**config.mk**
```make
export PLATFORM = sky130hd
export DESIGN_NAME = am_error_monitor
export DESIGN_NICKNAME = d
export VERILOG_FILES = /design/src/rtl/am_error_monitor.sv
export SDC_FILE = /design/constraint.sdc
export NUM_CORES = 1
export LEC_CHECK = 0
export BUFFER_PORTS_ARGS = -buffer_cell sky130_fd_sc_hd__buf_4
export CELL_PAD_IN_SITES_DETAIL_PLACEMENT = 1
export CELL_PAD_IN_SITES_GLOBAL_PLACEMENT = 2
export CORE_MARGIN = 1
export CORE_UTILIZATION = 36
export DETAILED_ROUTE_END_ITERATION = 8
export PLACE_DENSITY = 0.83
export SYNTH_ARGS = -nofsm -noshare
export SYNTH_HDL_FRONTEND = slang
export SYNTH_SLANG_ARGS = --single-unit
```
**constraint.sdc**
```tcl
create_clock -name clk -period 8 [get_ports clk]
set_input_delay 0.8 -clock clk [delete_from_list [all_inputs] [get_ports clk]]
set_output_delay 0.8 -clock clk [all_outputs]
set_load 0.01 [all_outputs]
```
**src/rtl/am_error_monitor.sv**
```systemverilog
// Error-statistics monitor for 8x8 approximate multipliers: compares P_APPROX
// against the exact product and accumulates ED sum/max/error count over a run.
module am_error_monitor #(
   parameter int unsigned WIDTH     = 8,
   parameter int unsigned N_SAMPLES = 65536,
   parameter int unsigned CNT_W     = 17,
   parameter int unsigned SUM_W     = 32
) (
   input  logic                 clk,
   input  logic                 rst,
   input  logic                 start,
   input  logic                 in_valid,
   output logic                 in_ready,
   input  logic [WIDTH-1:0]     A,
   input  logic [WIDTH-1:0]     B,
   input  logic [2*WIDTH-1:0]   P_APPROX,
   output logic                 busy,
   output logic                 done,
   output logic [CNT_W-1:0]     smp_cnt,
   output logic [CNT_W-1:0]     err_cnt,
   output logic [SUM_W-1:0]     ed_sum,
   output logic [2*WIDTH-1:0]   ed_max
);

   localparam int unsigned PW = 2 * WIDTH;
   localparam int unsigned XW = ((SUM_W > PW) ? SUM_W : PW) + 1;

   typedef enum logic [1:0] {IDLE, RUN, DRAIN, DONE} state_t;

   state_t           state, state_nx;
   logic [CNT_W-1:0] acc_cnt;
   logic             v1, v2;
   logic [WIDTH-1:0] a1, b1;
   logic [PW-1:0]    p1, ed2;
   logic [PW-1:0]    exact_c, ed_c;
   logic [XW-1:0]    sum_ext;
   logic             accept, last_acc;

   assign accept   = (state == RUN) && in_valid && !start;
   assign last_acc = accept && (acc_cnt == CNT_W'(N_SAMPLES - 1));
   assign exact_c  = PW'(a1) * PW'(b1);
   assign ed_c     = (exact_c >= p1) ? (exact_c - p1) : (p1 - exact_c);
   assign sum_ext  = XW'(ed_sum) + XW'(ed2);

   always_ff @(posedge clk) begin
      if (rst) state <= IDLE;
      else     state <= state_nx;
   end

   always_comb begin
      state_nx = state;
      in_ready = 1'b0;
      busy     = 1'b0;
      done     = 1'b0;
      case (state)
         IDLE:  ;
         RUN: begin
            in_ready = 1'b1;
            busy     = 1'b1;
            if (last_acc) state_nx = DRAIN;
         end
         DRAIN: begin
            busy = 1'b1;
            if (!v1 && !v2) state_nx = DONE;
         end
         DONE:  done = 1'b1;
         default: state_nx = IDLE;
      endcase
      // start from any state restarts the run; it also overrides a same-edge accept
      if (start) state_nx = RUN;
   end

   always_ff @(posedge clk) begin
      if (rst) begin
         v1      <= 1'b0;
         v2      <= 1'b0;
         a1      <= '0;
         b1      <= '0;
         p1      <= '0;
         ed2     <= '0;
         acc_cnt <= '0;
         smp_cnt <= '0;
         err_cnt <= '0;
         ed_sum  <= '0;
         ed_max  <= '0;
      end else if (start) begin
         v1      <= 1'b0;
         v2      <= 1'b0;
         acc_cnt <= '0;
         smp_cnt <= '0;
         err_cnt <= '0;
         ed_sum  <= '0;
         ed_max  <= '0;
      end else begin
         v1 <= accept;
         if (accept) begin
            a1      <= A;
            b1      <= B;
            p1      <= P_APPROX;
            acc_cnt <= acc_cnt + CNT_W'(1);
         end
         v2 <= v1;
         if (v1) ed2 <= ed_c;
         if (v2) begin
            smp_cnt <= smp_cnt + CNT_W'(1);
            if (ed2 != '0) err_cnt <= err_cnt + CNT_W'(1);
            // any carry above SUM_W bits pins the sum at all-ones until cleared
            if (|sum_ext[XW-1:SUM_W]) ed_sum <= '1;
            else                      ed_sum <= sum_ext[SUM_W-1:0];
            if (ed2 > ed_max) ed_max <= ed2;
         end
      end
   end

endmodule
```
==> key figures <==
Status
  • Status: completed

Die
  • Starting Density: 0.367
  • FP Rows: a little over 60
  • DIE HEIGHT: 173 um
  • I/O pins: roughly 120
  • Die Wd: approximately 170 um
  • Core Box Area: 28800 sq um
  • DIE AREA: 30100 sq um

Synthesis
  • Register bit total from synthesis: 151
  • Distinct cells, synth: 59
  • Post-synth EDFFs: 0
  • Syn Nets: 1471
  • Ys async rst share: 0
  • Mapped Cells: ~1300
  • Synth warn: 0
  • Synthesized area: 10600 sq um
  • Predominant post-synthesis flop cell: dfxtp_1
  • Mean post-synth cell area: 8.20 sq um
  • Sequential-to-total area share from yosys stat: 0.286

STA
  • FMAX: 156 MHz
  • Max_slew headroom: 0.307
  • Final Hold Vio Count: 0
  • RSZ-0062 raised after global routing: false
  • Slack of the critical path: 1.58 ns
  • Final number of setup-violating endpoints: 0
  • Final worst path period need: 6.42 ns
  • Slew Limit Fails: 0
  • Tcrit/Tclk final: 0.803
  • Setup tns final: 0 ns
  • Worst-Margin Slew: 1.03 ns
  • Final setup skew: around 0.016 ns

Route
  • DR pass1 iterations: 4
  • WL/cell: ~16 um
  • DRT antenna net count: 0
  • Drt total wl: ~28 mm
  • DRC: 0
  • Iter 0 DRT Violations: about 330
  • Via count: between 9000 and 10000
  • DR vias/cell: about 5.2

Critical path
  • CP arrival: between 6 and 7 ns
  • Crit Reg-Reg Endpoint: ed2[4]
  • Worst reg2reg setup slack: 1.58 ns
  • CP endpoint kind: flop
  • Req. time, crit path: roughly 8.4 ns
  • Crit path to: ed2[4]
  • Type of origin of the critical path: flop
  • R2R Path Start: b1[6]
  • FF-to-FF path depth: 23
  • Setup crit start: b1[6]
  • Crit Path Class: reg2reg
  • Critical path peak fanout: 18

Layout
  • Layout area overhead: 17.7%
  • Final Instance Area: 12400 sq um
  • Fillers: roughly 3500
  • Antenna cell count: 0
  • Layout cell share with drive strength beyond 1: 0.123
  • Total Nets Final: ~1600

CTS
  • TritonCTS clock tree: done
  • # resized after CTS: 0
  • Setup repair bufs after CTS: 0
  • Clock-pin slew on the worst setup and hold paths: approximately 0.080 ns
  • Root Buffer: clkbuf_16
  • CTS max path bufs: 2
  • Clk sinks: 151
  • Worst skew pair latency: between 0.4 and 0.5 ns
  • Hold_buf cts: 0
  • CTS Buf Count: 17
  • H-tree levels: 4

Placement
  • Post-DP HPWL: between 20 and 25 mm
  • Cell Area, Placed: 11800 sq um
  • GP Congestion: 0.869
  • Buffers on Ports: 120
  • Dpl ws: roughly 1.6 ns

Global routing
  • M3 GR Usage: 0.0274
  • Overflow left after global routing: 0
  • Met1 Track Usage GR: 0.244
  • GRT Overall Usage: 0.194
  • Vias in the first global route: 9536
  • Antenna violations before repair: 0
  • Largest net degree at the start of global routing: a little under 60
  • First-pass GRT wire length: between 40 and 50 mm
  • M2 GR Usage: 0.349
  • GR peak layer: met2

Power
  • PwrDens: ~140 nW/um^2
  • Clock share of power: 0.466
  • NetSw: 529 uW
  • Net Sw Frac: 0.294
  • Register share of total power: 0.427
  • Int Pwr: roughly 1.3 mW
  • Combinational share of power: 0.106
  • Leak: 5.36 nW
  • Worst vdd ir: roughly 0.14 mV

Min path
  • Worst hold path type: reg2reg

Job
  • Max Cap Viol: 0
==> Yosys cell counts (11+ instances only) <==
cell / count / share of area
nand2_1: 146 / 0.052
and3_1: 20 / 0.012
a21o_1: 26 / 0.018
nor2b_1: 11 / 0.0065
clkbuf_1: 42 / 0.015
a21oi_1: 113 / 0.053
fa_1: 39 / 0.074
nand4_1: 14 / 0.0083
nand3_1: 45 / 0.021
nor3_1: 12 / 0.0057
or3_1: 14 / 0.0083
and2_1: 61 / 0.036
inv_1: 112 / 0.040
xnor2_1: 33 / 0.027
ha_1: 106 / 0.13
o21ai_0: 67 / 0.032
nor2_1: 85 / 0.030
a211oi_1: 20 / 0.014
a31oi_1: 12 / 0.0071
mux2i_1: 17 / 0.016
xor2_1: 44 / 0.036
dfxtp_1: 151 / 0.29
==> flip-flops by register name, indices dropped and copies added (netlist names) <==
| signal | flops |
|---|---|
| acc_cnt | 17 |
| state | 2 |
| p1 | 16 |
| ed2 | 16 |
| a1 | 8 |
| b1 | 8 |
| err_cnt | 17 |
| ed_sum | 32 |
| v1 | 1 |
| v2 | 1 |
| ed_max | 16 |
| smp_cnt | 17 |
==> cell usage in the layout, fill, tap and decap left out, drive strengths merged, types with 6 or more instances in the layout <==
cell type / n
or3: 14
o21a: 10
nor2b: 11
xor2: 44
o21bai: 6
a31oi: 12
inv: 117
clkinv: 11
nor3: 12
mux2i: 18
nor2: 86
o211ai: 6
fa: 39
nand3: 45
a21o: 26
o21ai: 73
and2: 63
a21oi: 113
dfxtp: 151
nand3b: 7
buf: 125
ha: 106
and3: 20
clkbuf: 17
nand2: 146
and4: 10
xnor2: 33
nand4: 14
a211oi: 20
==> critical path, cell delays in order, from the launching register on <==
cell and delay [ns]:
dfxtp_1 0.49, nand2_1 0.13, fa_1 0.52, fa_1 0.56
inv_1 0.06, fa_1 0.52, inv_1 0.05, fa_1 0.53
inv_1 0.04, ha_1 0.34, nor2b_1 0.17, o211ai_1 0.17
nand2_1 0.10, a41oi_1 0.28, nor2b_1 0.27, xnor2_1 0.15
ha_1 0.34, a21o_1 0.22, nand3_1 0.08, nand2_1 0.18
nor2_8 0.38, mux2_1 0.38, xor2_1 0.14, a211oi_1 0.21
==> power groups by stage <==
stage               clock network (mW)  logic (mW)  registers (mW)
floorplan                            0       0.142           0.782
global placement                     0       0.190           0.786
detailed placement                   0       0.192           0.786
CTS                              0.864       0.193           0.768
global route                     0.892       0.210           0.770
finish                           0.839       0.191           0.768
==> kinds of logic after synthesis <==
group                    synth area share
buffers and inverters              0.0577
AO/OA/AOI/OAI                       0.169
XOR/XNOR                           0.0638
AND/OR/NAND/NOR                     0.205
multiplexers                       0.0195
adder cells (fa/ha/maj)             0.199
flip-flops                          0.286
==> routing by layer <==
metal	vias up	routed length, um
li1	4606	-
met1	4513	13000
met2	123	14300
met3	20	757
met4	0	272
met5	-	0
==> per-stage QoR <==
stage,power (mW),utilization,cells,hold WS [ns]
floorplan,0.923,-,1290,0.436
global placement,0.975,0.411,1752,0.448
detailed placement,0.978,0.411,1752,0.457
CTS,1.83,0.432,1784,0.467
global route,1.87,0.432,1784,0.489
finish,1.80,0.432,1784,0.463
==> final cells by class <==
cell class | count | area, sq um | share of cell area
multi-input cells | 979 | 6950 | 0.558
flip-flops and latches | 151 | 3020 | 0.243
repair buffers | 125 | 938 | 0.0754
well taps | 384 | 480 | 0.0386
clock buffers | 17 | 425 | 0.0342
inverters | 113 | 424 | 0.0341
clock inverters | 15 | 204 | 0.0164
==> how the worst min path moves through the flow <==
| stage | start | endpoint | slack, ns | cells past startpoint |
|---|---|---|---|---|
| after floorplan | p1[15] | p1[15] | 0.44 | 2 |
| after global placement | p1[15] | p1[15] | 0.45 | 2 |
| after detailed placement | p1[15] | p1[15] | 0.46 | 2 |
| after CTS | p1[15] | p1[15] | 0.47 | 2 |
| after global routing | p1[15] | p1[15] | 0.49 | 2 |
| final | p1[15] | p1[15] | 0.46 | 2 |
(Power assumes the default switching activity.)
